[config.mk]
export PLATFORM = sky130hd
export DESIGN_NAME = raster_pixel_feeder
export DESIGN_NICKNAME = d
export VERILOG_FILES = /design/src/rtl/orb_pkg.sv /design/src/rtl/raster_pixel_feeder_xy_counter.sv /design/src/rtl/raster_pixel_feeder.sv
export SDC_FILE = /design/constraint.sdc
export NUM_CORES = 1
export LEC_CHECK = 0
export CORE_UTILIZATION = 40
export CTS_CLUSTER_SIZE = 28
export DETAILED_ROUTE_END_ITERATION = 7
export GPL_TIMING_DRIVEN = 0
export PLACE_DENSITY = 0.69
export SLEW_MARGIN = 40
export SYNTH_ARGS = -nofsm -noshare
export SYNTH_HDL_FRONTEND = slang
export SYNTH_SLANG_ARGS = --single-unit
[constraint.sdc]
create_clock -name clk -period 2.2 [get_ports clk]
set_clock_uncertainty 0.15 [all_clocks]
set_input_delay 0.44 -clock clk [delete_from_list [all_inputs] [get_ports clk]]
set_output_delay 0.44 -clock clk [all_outputs]
set_load 0.02 [all_outputs]
[src/rtl/orb_pkg.sv]
// orb_pkg: shared FSM type, defaults and helpers for the raster pixel feeder
package orb_pkg;
  typedef enum logic [1:0] {IDLE, STREAM, FLUSH, DONE} feeder_state_t;
  localparam int PIXEL_WIDTH_DEF = 8;
  localparam int IMG_WIDTH_DEF = 640;
  localparam int IMG_HEIGHT_DEF = 480;
  localparam int WIN_DEF = 37;
  localparam int COORD_W = 10;
  localparam int PAD_ROWS = WIN_DEF / 2;
  function automatic int pad_rows(input int win);
    return win / 2;
  endfunction
endpackage

[src/rtl/raster_pixel_feeder_xy_counter.sv]
// xy_counter: raster coordinate counter holding the coordinate of the next pixel
// Ports: clk, rst (sync, active-low), advance (step one pixel), clear (restart at 0,0;
// with advance the restart pixel itself is consumed), x/y, last_in_row, last_in_frame.
module xy_counter
  import orb_pkg::*;
#(
  parameter int IMG_WIDTH = IMG_WIDTH_DEF,
  parameter int IMG_HEIGHT = IMG_HEIGHT_DEF
) (
  input  logic               clk,
  input  logic               rst,
  input  logic               advance,
  input  logic               clear,
  output logic [COORD_W-1:0] x,
  output logic [COORD_W-1:0] y,
  output logic               last_in_row,
  output logic               last_in_frame
);
  logic [COORD_W-1:0] x_q, y_q;
  assign x = x_q;
  assign y = y_q;
  assign last_in_row = x_q == COORD_W'(IMG_WIDTH - 1);
  assign last_in_frame = last_in_row && y_q == COORD_W'(IMG_HEIGHT - 1);
  // y is not wrapped: padding rows continue counting past the image bottom
  always_ff @(posedge clk)
    if (!rst) begin
      x_q <= '0;
      y_q <= '0;
    end else if (clear) begin
      x_q <= advance ? COORD_W'(1) : '0;
      y_q <= '0;
    end else if (advance) begin
      x_q <= last_in_row ? '0 : x_q + COORD_W'(1);
      y_q <= last_in_row ? y_q + COORD_W'(1) : y_q;
    end
endmodule

[src/rtl/raster_pixel_feeder.sv]
// raster_pixel_feeder: feeds a raster pixel stream into the 37-row line buffer and tracks column coordinates
// Ports: s_valid/s_ready/s_pixel/s_sof upstream stream; hold downstream stall;
// ena/pixel line-buffer drive; col_x/col_y/col_valid column tag aligned with e1..e37;
// frame_done end-of-frame pulse; err_sof sticky mid-frame start-of-frame flag.
// Reset rst is synchronous, active-low. Define BORDER_PAD_EN to append WIN/2 padding rows.
module raster_pixel_feeder
  import orb_pkg::*;
#(
  parameter int                     PIXEL_WIDTH = PIXEL_WIDTH_DEF,
  parameter int                     IMG_WIDTH   = IMG_WIDTH_DEF,
  parameter int                     IMG_HEIGHT  = IMG_HEIGHT_DEF,
  parameter int                     WIN         = WIN_DEF,
  parameter logic [PIXEL_WIDTH-1:0] PAD_VALUE   = '0
) (
  input  logic                   clk,
  input  logic                   rst,
  input  logic                   s_valid,
  output logic                   s_ready,
  input  logic [PIXEL_WIDTH-1:0] s_pixel,
  input  logic                   s_sof,
  input  logic                   hold,
  output logic                   ena,
  output logic [PIXEL_WIDTH-1:0] pixel,
  output logic [COORD_W-1:0]     col_x,
  output logic [COORD_W-1:0]     col_y,
  output logic                   col_valid,
  output logic                   frame_done,
  output logic                   err_sof
);
`ifdef BORDER_PAD_EN
  localparam feeder_state_t END_STATE = FLUSH;
`else
  localparam feeder_state_t END_STATE = DONE;
`endif
  localparam logic [COORD_W-1:0] LAST_PAD_Y = COORD_W'(IMG_HEIGHT + pad_rows(WIN) - 1);
  feeder_state_t state_q, state_d;
  logic [COORD_W-1:0] x, y, cx, cy, col_x_q, col_y_q;
  logic last_in_row, last_in_frame, run, acc, sof_acc, in_col;
  logic col_valid_q, frame_done_q, err_sof_q;
  assign run = rst && !hold;
  assign s_ready = run && (state_q == IDLE || state_q == STREAM);
  assign acc = s_valid && s_ready;
  assign sof_acc = acc && s_sof;
  // IDLE only lets the start-of-frame beat through; FLUSH shifts every unstalled cycle
  assign ena = state_q == FLUSH ? run : acc && (state_q == STREAM || s_sof);
  assign pixel = !rst ? '0 : state_q == FLUSH ? PAD_VALUE : s_pixel;
  // a start-of-frame beat is always pixel (0,0), whatever the counter held
  assign cx = sof_acc ? '0 : x;
  assign cy = sof_acc ? '0 : y;
`ifdef BORDER_PAD_EN
  assign in_col = cy >= COORD_W'(WIN - 1);
`else
  assign in_col = cy >= COORD_W'(WIN - 1) && cy < COORD_W'(IMG_HEIGHT);
`endif
  xy_counter #(.IMG_WIDTH(IMG_WIDTH), .IMG_HEIGHT(IMG_HEIGHT)) u_xy (
    .clk(clk),
    .rst(rst),
    .advance(ena),
    .clear(sof_acc || state_q == DONE),
    .x(x),
    .y(y),
    .last_in_row(last_in_row),
    .last_in_frame(last_in_frame)
  );
  always_comb begin
    state_d = state_q;
    if (sof_acc) state_d = STREAM;
    else if (state_q == STREAM && acc && last_in_frame) state_d = END_STATE;
    else if (state_q == FLUSH && run && last_in_row && y == LAST_PAD_Y) state_d = DONE;
    else if (state_q == DONE && run) state_d = IDLE;
  end
  always_ff @(posedge clk)
    if (!rst) begin
      state_q <= IDLE;
      col_x_q <= '0;
      col_y_q <= '0;
      col_valid_q <= 1'b0;
      frame_done_q <= 1'b0;
      err_sof_q <= 1'b0;
    end else begin
      state_q <= state_d;
      frame_done_q <= state_d == DONE && state_q != DONE;
      err_sof_q <= err_sof_q || (sof_acc && state_q == STREAM);
      col_valid_q <= ena && in_col;
      col_x_q <= ena ? cx : col_x_q;
      col_y_q <= ena ? cy : col_y_q;
    end
  assign col_x = col_x_q;
  assign col_y = col_y_q;
  assign col_valid = col_valid_q;
  assign frame_done = frame_done_q;
  assign err_sof = err_sof_q;
endmodule

# Word-level counts from Yosys, hierarchy flattened
# Cells that the tools add are included.
[word_totals]
ff_bits = 45
inputBits = 13
output_inout_bits = 33
elab_cells = 59
[op_classes]
add_sub_neg = 2
magnitude_cmp = 2
eq_ne = 8
mux = 13
n_bitwise = 1
reduce_logical = 25
[op_table]
columns = ["op", "count"]
rows = [
  ["2-to-1 mux 10 bit", 5],
  ["adder 10 x 1 -> 10 bit (second input constant)", 2],
  ["equality test 10 x 9 -> 1 bit (second input constant)", 2],
  ["logical AND 1 bit", 16],
  ["2-to-1 mux 8 bit", 2],
  ["equality test 10 bit (second input constant)", 1],
  ["greater-or-equal comparator 10 x 6 -> 1 bit (second input constant)", 1],
  ["< comparator 10 x 9 -> 1 bit (second input constant)", 1],
  ["2-to-1 mux 2 bit", 4],
  ["equality test 2 bit (second input constant)", 3],
  ["logical OR 1 bit", 4],
  ["equality test 2 x 1 -> 1 bit (second input constant)", 1],
  ["logical NOT 2 bit", 1],
  ["2-to-1 mux 1 bit", 2],
  ["!= test 2 bit (second input constant)", 1],
  ["AND reduction 2 bit", 1],
  ["nonzero test 2 bit", 1],
  ["OR reduction 2 bit", 1],
  ["logical NOT 1 bit", 1],
  ["NOT 1 bit", 1],
]

# Longest topological paths before layout
# Gate-level depths: netlist of run 1.
[depth]
ltp_word = 10
ltp_mapped = 7
mapped_depth_nobuf = 5

# Cells and area by module
# A second synthesis of run 1 with hierarchy kept.
[unflattened]
hier_cells = 308
area_unflattened_um2 = 2622.5
[modules_own_cells]
columns = ["module", "n_inst", "cells_per_inst", "area_each_um2", "seq_area_each_um2"]
rows = [
  ["raster_pixel_feeder", 1, 198, 1635.3, 500.5],
  ["xy_counter", 1, 110, 987.2, 400.4],
]

# Worst setup path before layout of run 1
# No wires, ideal clock.
[synth_path]
path_type = "input -> register"
start = "input hold"
end = "register u_xy.x_q[1], in the netlist u_xy.x[1]"
setup_time_ns = 0.070
arrival_time_ns = 1.587
t_required_ns = 1.980
setup_slack_ns = 0.393
stages = 5
cell_sequence = "nand2b_2 -> a21o_1 -> buf_2 -> or4_1 -> a21boi_1"
[synth_via]
elab_chain_len = 7
word_cells_on_any_way = 10
[synth_rtl]
columns = ["item", "line_no", "text"]
rows = [
  ["start, declared", "raster_pixel_feeder.sv:21", "input logic hold,"],
  ["logical NOT 1 bit *", "raster_pixel_feeder.sv:40", "assign run = rst && !hold;"],
  ["logical AND 1 bit *", "raster_pixel_feeder.sv:40", ""],
  ["logical AND 1 bit", "raster_pixel_feeder.sv:41", "assign s_ready = run && (state_q == IDLE || state_q == STREAM);"],
  ["logical AND 1 bit", "raster_pixel_feeder.sv:42", "assign acc = s_valid && s_ready;"],
  ["logical AND 1 bit (on tied branches)", "raster_pixel_feeder.sv:45, raster_pixel_feeder.sv:43", ""],
  ["2-to-1 mux 1 bit or logical OR 1 bit (tied branches)", "raster_pixel_feeder.sv:45, raster_pixel_feeder.sv:59", ""],
  ["nonzero test 2 bit (no line) or 2-to-1 mux 10 bit (tied branches)", "-", ""],
  ["end signal, assigned", "raster_pixel_feeder_xy_counter.sv:30", "x_q <= advance ? COORD_W'(1) : '0;"],
  ["end signal, assigned", "raster_pixel_feeder_xy_counter.sv:33", "x_q <= last_in_row ? '0 : x_q + COORD_W'(1);"],
  ["end, declared", "raster_pixel_feeder_xy_counter.sv:19", "logic [COORD_W-1:0] x_q, y_q;"],
]
# Every way passes the cells marked *; elsewhere a longest branch is shown, timed or not.
# A chain may end at the register's enable or synchronous reset.

# Final worst setup path of run 1
[layout_path]
start = "register state_q[0]"
end = "output ena"
[layout_via]
elab_chain_len = 6
word_cells_on_any_way = 9
[layout_rtl]
columns = ["item", "line_no", "text"]
rows = [
  ["start, declared", "raster_pixel_feeder.sv:36", "feeder_state_t state_q, state_d;"],
  ["start signal, assigned", "raster_pixel_feeder.sv:81", "state_q <= state_d;"],
  ["equality test 2 x 1 -> 1 bit or logical NOT 2 bit (tied branches)", "raster_pixel_feeder.sv:41, raster_pixel_feeder.sv:45", ""],
  ["logical OR 1 bit", "raster_pixel_feeder.sv:41", ""],
  ["logical AND 1 bit", "raster_pixel_feeder.sv:41", ""],
  ["logical AND 1 bit", "raster_pixel_feeder.sv:42", ""],
  ["logical AND 1 bit", "raster_pixel_feeder.sv:45", "assign ena = state_q == FLUSH ? run : acc && (state_q == STREAM || s_sof);"],
  ["2-to-1 mux 1 bit *", "raster_pixel_feeder.sv:45", ""],
  ["end, declared", "raster_pixel_feeder.sv:22", "output logic ena,"],
]
# Marks and branches as above.

==> results.json, run 1 <==
{
  "run_status": "finished clean",
  "chipWidth_um": 76.4,
  "routabilityCongestion": 0.818,
  "power.density_nw_per_um2": 537,
  "grt_first_pass_wirelength_mm": 9.11,
  "timing_worst_setup_path_type": "reg2out",
  "netlist_instances": 268,
  "final_cell_count_no_fill": 394,
  "power_frac_clock_pct": 40.6,
  "static-leakage-power_nw": 0.976,
  "std_cell_rows": 26,
  "synth.cell_area_um2": 2210,
  "yosys_warnings": 0,
  "syn_nets": 284,
  "min_tclk_post_route_ns": 2.13,
  "timing.hold.worst.class": "reg2reg",
  "cts_hold_repair.buffers": 0,
  "combPwrFrac_pct": 7.2,
  "floorplan.core_area_um2": 5200,
  "synthToLayoutAreaGrowth_pct": 31.6,
  "ys_seq_elements": 45,
  "vdd.ir_drop.worst_mv": 0.321,
  "start_util_pct": 42.5,
  "clock_latency_ns": 0.30,
  "numPortBuffers": 45,
  "timing.fmax_ghz": 0.470,
  "post_synth_main_area_contributors": "dfxtp_1 (41%), a21oi_1 (9.3%), nand2_1 (8.3%)",
  "grt_start_max_net_pins": 16,
  "cts.htree.levels": 2,
  "detailedRoute.firstIterationViolations": 90,
  "worst-path-max-fanout": 10,
  "synth_largest_type_area_fraction_pct": 40.7,
  "report.final.setup_viol": 0,
  "io_pins": 46,
  "finalNetCount": 339,
  "netSwitchingFraction_pct": 23.0,
  "clk_pin_slew_ns": 0.08,
  "cts_tree": "done",
  "unique_cell_type_count_in_the_yosys_netlist": 51,
  "max-slew-margin-rel_pct": 59.0,
  "grt_overflow": 0,
  "dp_worst_setup_slack_ns": -0.841,
  "number_of_vias_in_the_routed_layout": 2162,
  "grt_util_all_layers_pct": 19.4,
  "setup_ws_ns": 0.0722,
  "clock_sink_count": 45,
  "place.detailed.hpwl_mm": 4.04,
  "report.final.hold_viol_count": 0,
  "final.setup.tns_ns": 0,
  "die_h_um": 76.4,
  "finalCritPeriodShare_pct": 96.7,
  "synth_largest_area_cell": "dfxtp_1",
  "setup_repair_after_global_routing_missed_its_margin": "yes",
  "max-cap-violations": 0,
  "worst-endpoint-required_ns": 1.61,
  "numCtsBuffers": 5,
  "ant_nets": 0,
  "drive_gt1_share_pct": 14.2,
  "number_of_antenna_violations_at_the_first_check_in_global_routing": 0,
  "n_antenna_cell": 0,
  "startpoint_class": "flip-flop",
  "p_switching_uw": 360,
  "cts_root_buffer": "clkbuf_8",
  "via_count_of_the_first_global_routing_pass": 1927,
  "synthArstFlopShare_pct": 0,
  "post_synthesis_average_cell_area_um2": 8.25,
  "post_synth_edffs": 0,
  "endpoint_kind": "primary output",
  "arrival_time_reported_for_the_critical_path_endpoint_ns": 1.54,
  "place.detailed.instances": 383,
  "worst_pin_slew_ns": 0.615,
  "p_seq_share_pct": 52.2,
  "finalMaxSlewViolations": 0,
  "seq_area_frac_synth_pct": 40.7,
  "via_per_inst": 5.49,
  "p_int_mw": 1.20,
  "fp.dieArea_um2": 5830,
  "drtPass1Iterations": 4,
  "avgRoutedWirePerCell_um": 14.1,
  "clock_path_buffers": 2,
  "detail_route.wirelength_mm": 5.56,
  "synth_ff_type": "dfxtp_1",
  "drc_errors": 0
}
## state kept, by name, summed over array words and instances, names as in the netlist
name / count
col_valid: 1
u_xy.y: 10
col_y: 10
frame_done: 1
col_x: 10
u_xy.x: 10
state_q: 2
err_sof: 1
## per-layer routing
layer / routed length (µm) / vias to the layer above / track usage (%)
met4: 44 / 0 / 6.35
met1: 2590 / 1001 / 25.9
met5: 0 / - / 0
met3: 285 / 6 / 4.07
li1: - / 1089 / -
met2: 2640 / 66 / 30.9
## worst max-delay path, stage by stage (launching register included)
cell and delay (ns):
dfxtp_2 0.34, buf_6 0.13, o21a_1 0.18, o211ai_1 0.23, buf_4 0.16, inv_1 0.06, buf_6 0.13
## kinds of logic (layout without fill, tap and decap cells)
group / after synthesis / after routing / share of synthesized area, %
DFF: 45 / 45 / 40.7
buffers and inverters: 28 / 84 / 5.54
xor gates and xnor gates: 1 / 1 / 0.396
and+or+nand+nor: 114 / 114 / 27.9
adders and majority gates: 3 / 3 / 1.70
AOI/OAI and AO/OA: 77 / 77 / 23.7
## path summary, 6_finish.rpt
check,to,cells after the start,slack [ns],start
worst max-delay path,ena,6,0.07,state_q[0]
worst min-delay path,col_y[5],2,0.31,col_y[5]
worst max register to register,u_xy.y[7],6,0.08,u_xy.x[0]
worst min register to register,col_y[5],2,0.31,col_y[5]
## area by class of cell
cell class	count	area, µm²
clock inverter	3	46.3
inverter	9	33.8
buffer	19	100
multi-input combinational	195	1200
tap	70	87.6
fill	525	2290
timing repair buffer	48	463
sequential	45	908
clock buffer	5	68.8
## cells in the final DEF, fill, tap and decap left out, types with 2 or more instances in the layout
| cell | instances |
|---|---|
| or2_2 | 2 |
| or4b_1 | 2 |
| clkbuf_2 | 2 |
| dfxtp_2 | 3 |
| clkbuf_1 | 7 |
| nand2b_1 | 2 |
| ha_1 | 3 |
| o21ai_2 | 2 |
| and3_1 | 11 |
| nor4_1 | 2 |
| or3_1 | 2 |
| nand2_1 | 49 |
| buf_2 | 6 |
| nand3b_1 | 2 |
| dfxtp_1 | 41 |
| clkdlybuf4s15_2 | 2 |
| dlygate4sd2_1 | 11 |
| a31o_2 | 3 |
| clkdlybuf4s50_1 | 31 |
| nand4_1 | 5 |
| buf_4 | 5 |
| o41ai_1 | 3 |
| nor2_1 | 6 |
| nand3_1 | 6 |
| buf_6 | 2 |
| or4_1 | 8 |
| o31ai_1 | 8 |
| a2111oi_4 | 2 |
| inv_1 | 9 |
| o31a_1 | 2 |
| nor3_1 | 2 |
| clkbuf_8 | 5 |
| and4_1 | 4 |
| nor4b_1 | 2 |
| a21oi_1 | 41 |
| o21ai_0 | 4 |
## repair_timing
item | CTS | global route
gates cloned | 0 | 0
gates resized for setup | 26 | 13
setup buffers | 2 | 1
pin swaps | 1 | 3
setup endpoints to repair | 47 | 37
## metrics by stage
stage               hold slack, ns  power (mW)  instance area, µm²  util (%)
finish                       0.306        1.56                2910      55.9
global route                 0.330        1.63                2910      55.9
CTS                          0.307        1.57                2870      55.1
detailed placement           0.296       0.952                2750      52.8
global placement             0.294       0.951                2750      52.8
floorplan                    0.282       0.894                2210         -
## power by group through the flow
stage          Clock (mW)  Sequential [mW]  Combinational (mW)
4_1_cts             0.641            0.817               0.111
6_report            0.634            0.816               0.112
3_3_place_gp            0            0.836               0.115
2_1_floorplan           0            0.836              0.0582
3_5_place_dp            0            0.836               0.116
5_1_grt             0.688            0.816               0.121
## synthesized netlist by cell type, types with 2 or more instances
| cell type | instances |
|---|---|
| nand2_1 | 49 |
| dfxtp_1 | 45 |
| a21oi_1 | 41 |
| and3_1 | 11 |
| clkbuf_1 | 9 |
| inv_1 | 9 |
| o31ai_1 | 8 |
| or4_1 | 8 |
| buf_2 | 7 |
| nand3_1 | 7 |
| nor2_1 | 6 |
| nand4_1 | 5 |
| o21ai_0 | 5 |
| and4_1 | 4 |
| a31o_2 | 3 |
| ha_1 | 3 |
| o41ai_1 | 3 |
| a2111oi_4 | 2 |
| buf_4 | 2 |
| nand2b_1 | 2 |
| nand3b_1 | 2 |
| nor3_1 | 2 |
| nor4_1 | 2 |
| nor4b_1 | 2 |
| o31a_1 | 2 |
| or2_2 | 2 |
| or3_1 | 2 |
| or4b_1 | 2 |
Note: power is estimated with default switching activity, not from simulation.
==> inputs of run 2 (changes only) <==
CELL_PAD_IN_SITES_DETAIL_PLACEMENT = 2   (was unset)
CELL_PAD_IN_SITES_GLOBAL_PLACEMENT = 2   (was unset)
CORE_UTILIZATION = 32   (was 40)
PLACE_DENSITY = 0.89   (was 0.69)
clock period = 2.66 ns   (was 2.2 ns; I/O delays follow)
==> run 2 against run 1 <==
Compared with the run above:
- flip-flop and latch count unchanged
- critical endpoint is now pixel[1]
- clock-buffer cell count up 2
- combinational power down 7%
==> results.json, run 2 (synthesis results as in run 1) <==
{
  "start_util_pct": 34.1,
  "timing.hold.worst.class": "reg2reg",
  "detailedRoute.firstIterationViolations": 68,
  "numPortBuffers": 45,
  "min_tclk_post_route_ns": 2.58,
  "power.density_nw_per_um2": 419,
  "clock_latency_ns": 0.30,
  "grt_start_max_net_pins": 14,
  "arrival_time_reported_for_the_critical_path_endpoint_ns": 1.90,
  "finalNetCount": 340,
  "clk_pin_slew_ns": 0.09,
  "worst_pin_slew_ns": 0.701,
  "floorplan.core_area_um2": 6490,
  "die_h_um": 85.1,
  "std_cell_rows": 29,
  "hold_path_depth": 2,
  "place.detailed.instances": 390,
  "met1_length_mm": 3.46,
  "worst_hold_start": "col_x[2]",
  "timing.fmax_ghz": 0.387,
  "clock_sink_count": 45,
  "vdd.ir_drop.worst_mv": 0.263,
  "detail_route.wirelength_mm": 7.48,
  "cts_tree": "done",
  "chipWidth_um": 85.1,
  "final_cell_count_no_fill": 402,
  "number_of_antenna_violations_at_the_first_check_in_global_routing": 0,
  "avgRoutedWirePerCell_um": 18.6,
  "static-leakage-power_nw": 0.942,
  "place.detailed.hpwl_mm": 5.31,
  "final_common_cell": "nand2_1",
  "grt_overflow": 0,
  "clock_path_buffers": 2,
  "r2r_start": "u_xy.x[0]",
  "drive_gt1_share_pct": 11.4,
  "via_count_of_the_first_global_routing_pass": 2391,
  "path_buf_inv": 3,
  "max-slew-margin-rel_pct": 52.8,
  "max-cap-violations": 0,
  "highest-signal-layer": "met4",
  "grt_first_pass_wirelength_mm": 11.9,
  "worst-path-max-fanout": 10,
  "critical_path.max_stage_delay_ns": 0.61,
  "layout.filler_cells": 727,
  "timing.critical_path.max_delay_family": "buffers and inverters",
  "most-common-layout-cells": "nand2_1 (49), dfxtp_1 (45), a21oi_1 (41)",
  "report.final.hold_viol_count": 0,
  "critical_path.cell_chain": "clkdlybuf4s15_2 > clkbuf_2 > and3_1 > clkdlybuf4s50_1",
  "via_per_inst": 5.66,
  "fp.dieArea_um2": 7250,
  "io_pins": 46,
  "met3_length_um": 234,
  "number_of_vias_in_the_routed_layout": 2276,
  "n_antenna_cell": 0,
  "drtPass1Iterations": 4,
  "setup_repair_after_global_routing_missed_its_margin": "no",
  "drc_errors": 0,
  "ant_nets": 0,
  "report.final.setup_viol": 0,
  "worst-endpoint-required_ns": 1.98,
  "startpoint_class": "input port",
  "run_status": "finished clean",
  "numCtsBuffers": 5,
  "finalMaxSlewViolations": 0,
  "cts_root_buffer": "clkbuf_8",
  "synthToLayoutAreaGrowth_pct": 30.1,
  "slowest_cp_cell": "clkdlybuf4s50_1",
  "grt_util_all_layers_pct": 20.7,
  "timing_worst_setup_path_type": "in2out",
  "cts.htree.levels": 2,
  "finalCritPeriodShare_pct": 97.2,
  "power_mw": 1.21,
  "cts_hold_repair.buffers": 0,
  "worst-path-stages": 4,
  "wl_met2_mm": 3.69,
  "timing.rr.end": "u_xy.x[4]",
  "timing.hold.worst_endpoint": "col_x[2]",
  "timing.reg2reg.worst_path_depth": 6,
  "routabilityCongestion": 0.773,
  "worst-r2r-setup-slack_ns": 0.24,
  "endpoint_kind": "primary output"
}
[run 2: cell count changes in the layout (fill, tap and decap cells not counted), sizes merged]
cell | before | now
clkdlybuf4s50 | 31 | 40
dlygate4sd2 | 11 | 2
clkbuf | 15 | 18
bufinv | 1 | 0
clkdlybuf4s15 | 2 | 1
clkinv | 1 | 0
dlymetal6s2s | 0 | 1
[run 2: layout make-up]
cell class / count / area [µm²] / area share [%]
Timing Repair Buffer: 49 / 477 / 16.6
Tap cell: 77 / 96.3 / 3.35
Inverter: 9 / 33.8 / 1.17
Buffer: 19 / 92.6 / 3.22
Sequential cell: 45 / 901 / 31.3
Clock buffer: 7 / 76.3 / 2.65
Clock inverter: 1 / 7.51 / 0.261
Multi-Input combinational cell: 195 / 1190 / 41.5
[run 2: routing by layer]
metal / GRT usage [%] / vias to the layer above
li1: - / 1088
met1: 26.2 / 1137
met2: 36.1 / 43
met3: 3.21 / 8
met4: 6.16 / 0
met5: 0 / -
[run 2: power breakdown]
part	internal [mW]	switching, mW	leakage (nW)
logic	0.0457	0.0587	0.541
registers	0.674	0.00140	0.362
clock network	0.186	0.241	0.0385
[run 2: worst register-to-register path: stages (launching register included)]
cell and delay, ns:
dfxtp_1 0.41, ha_1 0.21, and3_1 0.22, nand4_1 0.22, clkbuf_1 0.33, o21ai_0 0.65, a21oi_1 0.10
[run 2: how the worst max path moves through the flow]
stage	startpoint	endpoint	slack, ns
after global routing	rst	pixel[1]	0.04
after floorplan	hold	u_xy.x[1]	0.76
final	rst	pixel[1]	0.08
after CTS	s_sof	ena	-0.14
after global placement	rst	ena	-0.61
after detailed placement	rst	ena	-0.63
[run 2: metrics by stage]
step / TNS, ns / util (%) / setup slack, ns / hold WS [ns] / cell area, µm²
floorplan: 0 / - / 0.761 / 0.282 / 2210
global placement: -12.23 / 42.5 / -0.612 / 0.293 / 2760
detailed placement: -14.54 / 42.5 / -0.630 / 0.301 / 2760
CTS: -1.30 / 43.9 / -0.136 / 0.313 / 2850
global route: 0 / 44.3 / 0.0363 / 0.335 / 2880
finish: 0 / 44.3 / 0.0757 / 0.310 / 2880
[run 2: timing repair]
action,4_1_cts,5_1_grt
setup endpoints to repair,40,1
pin swaps,0,1
buffers inserted,1,3
resized for setup,8,3
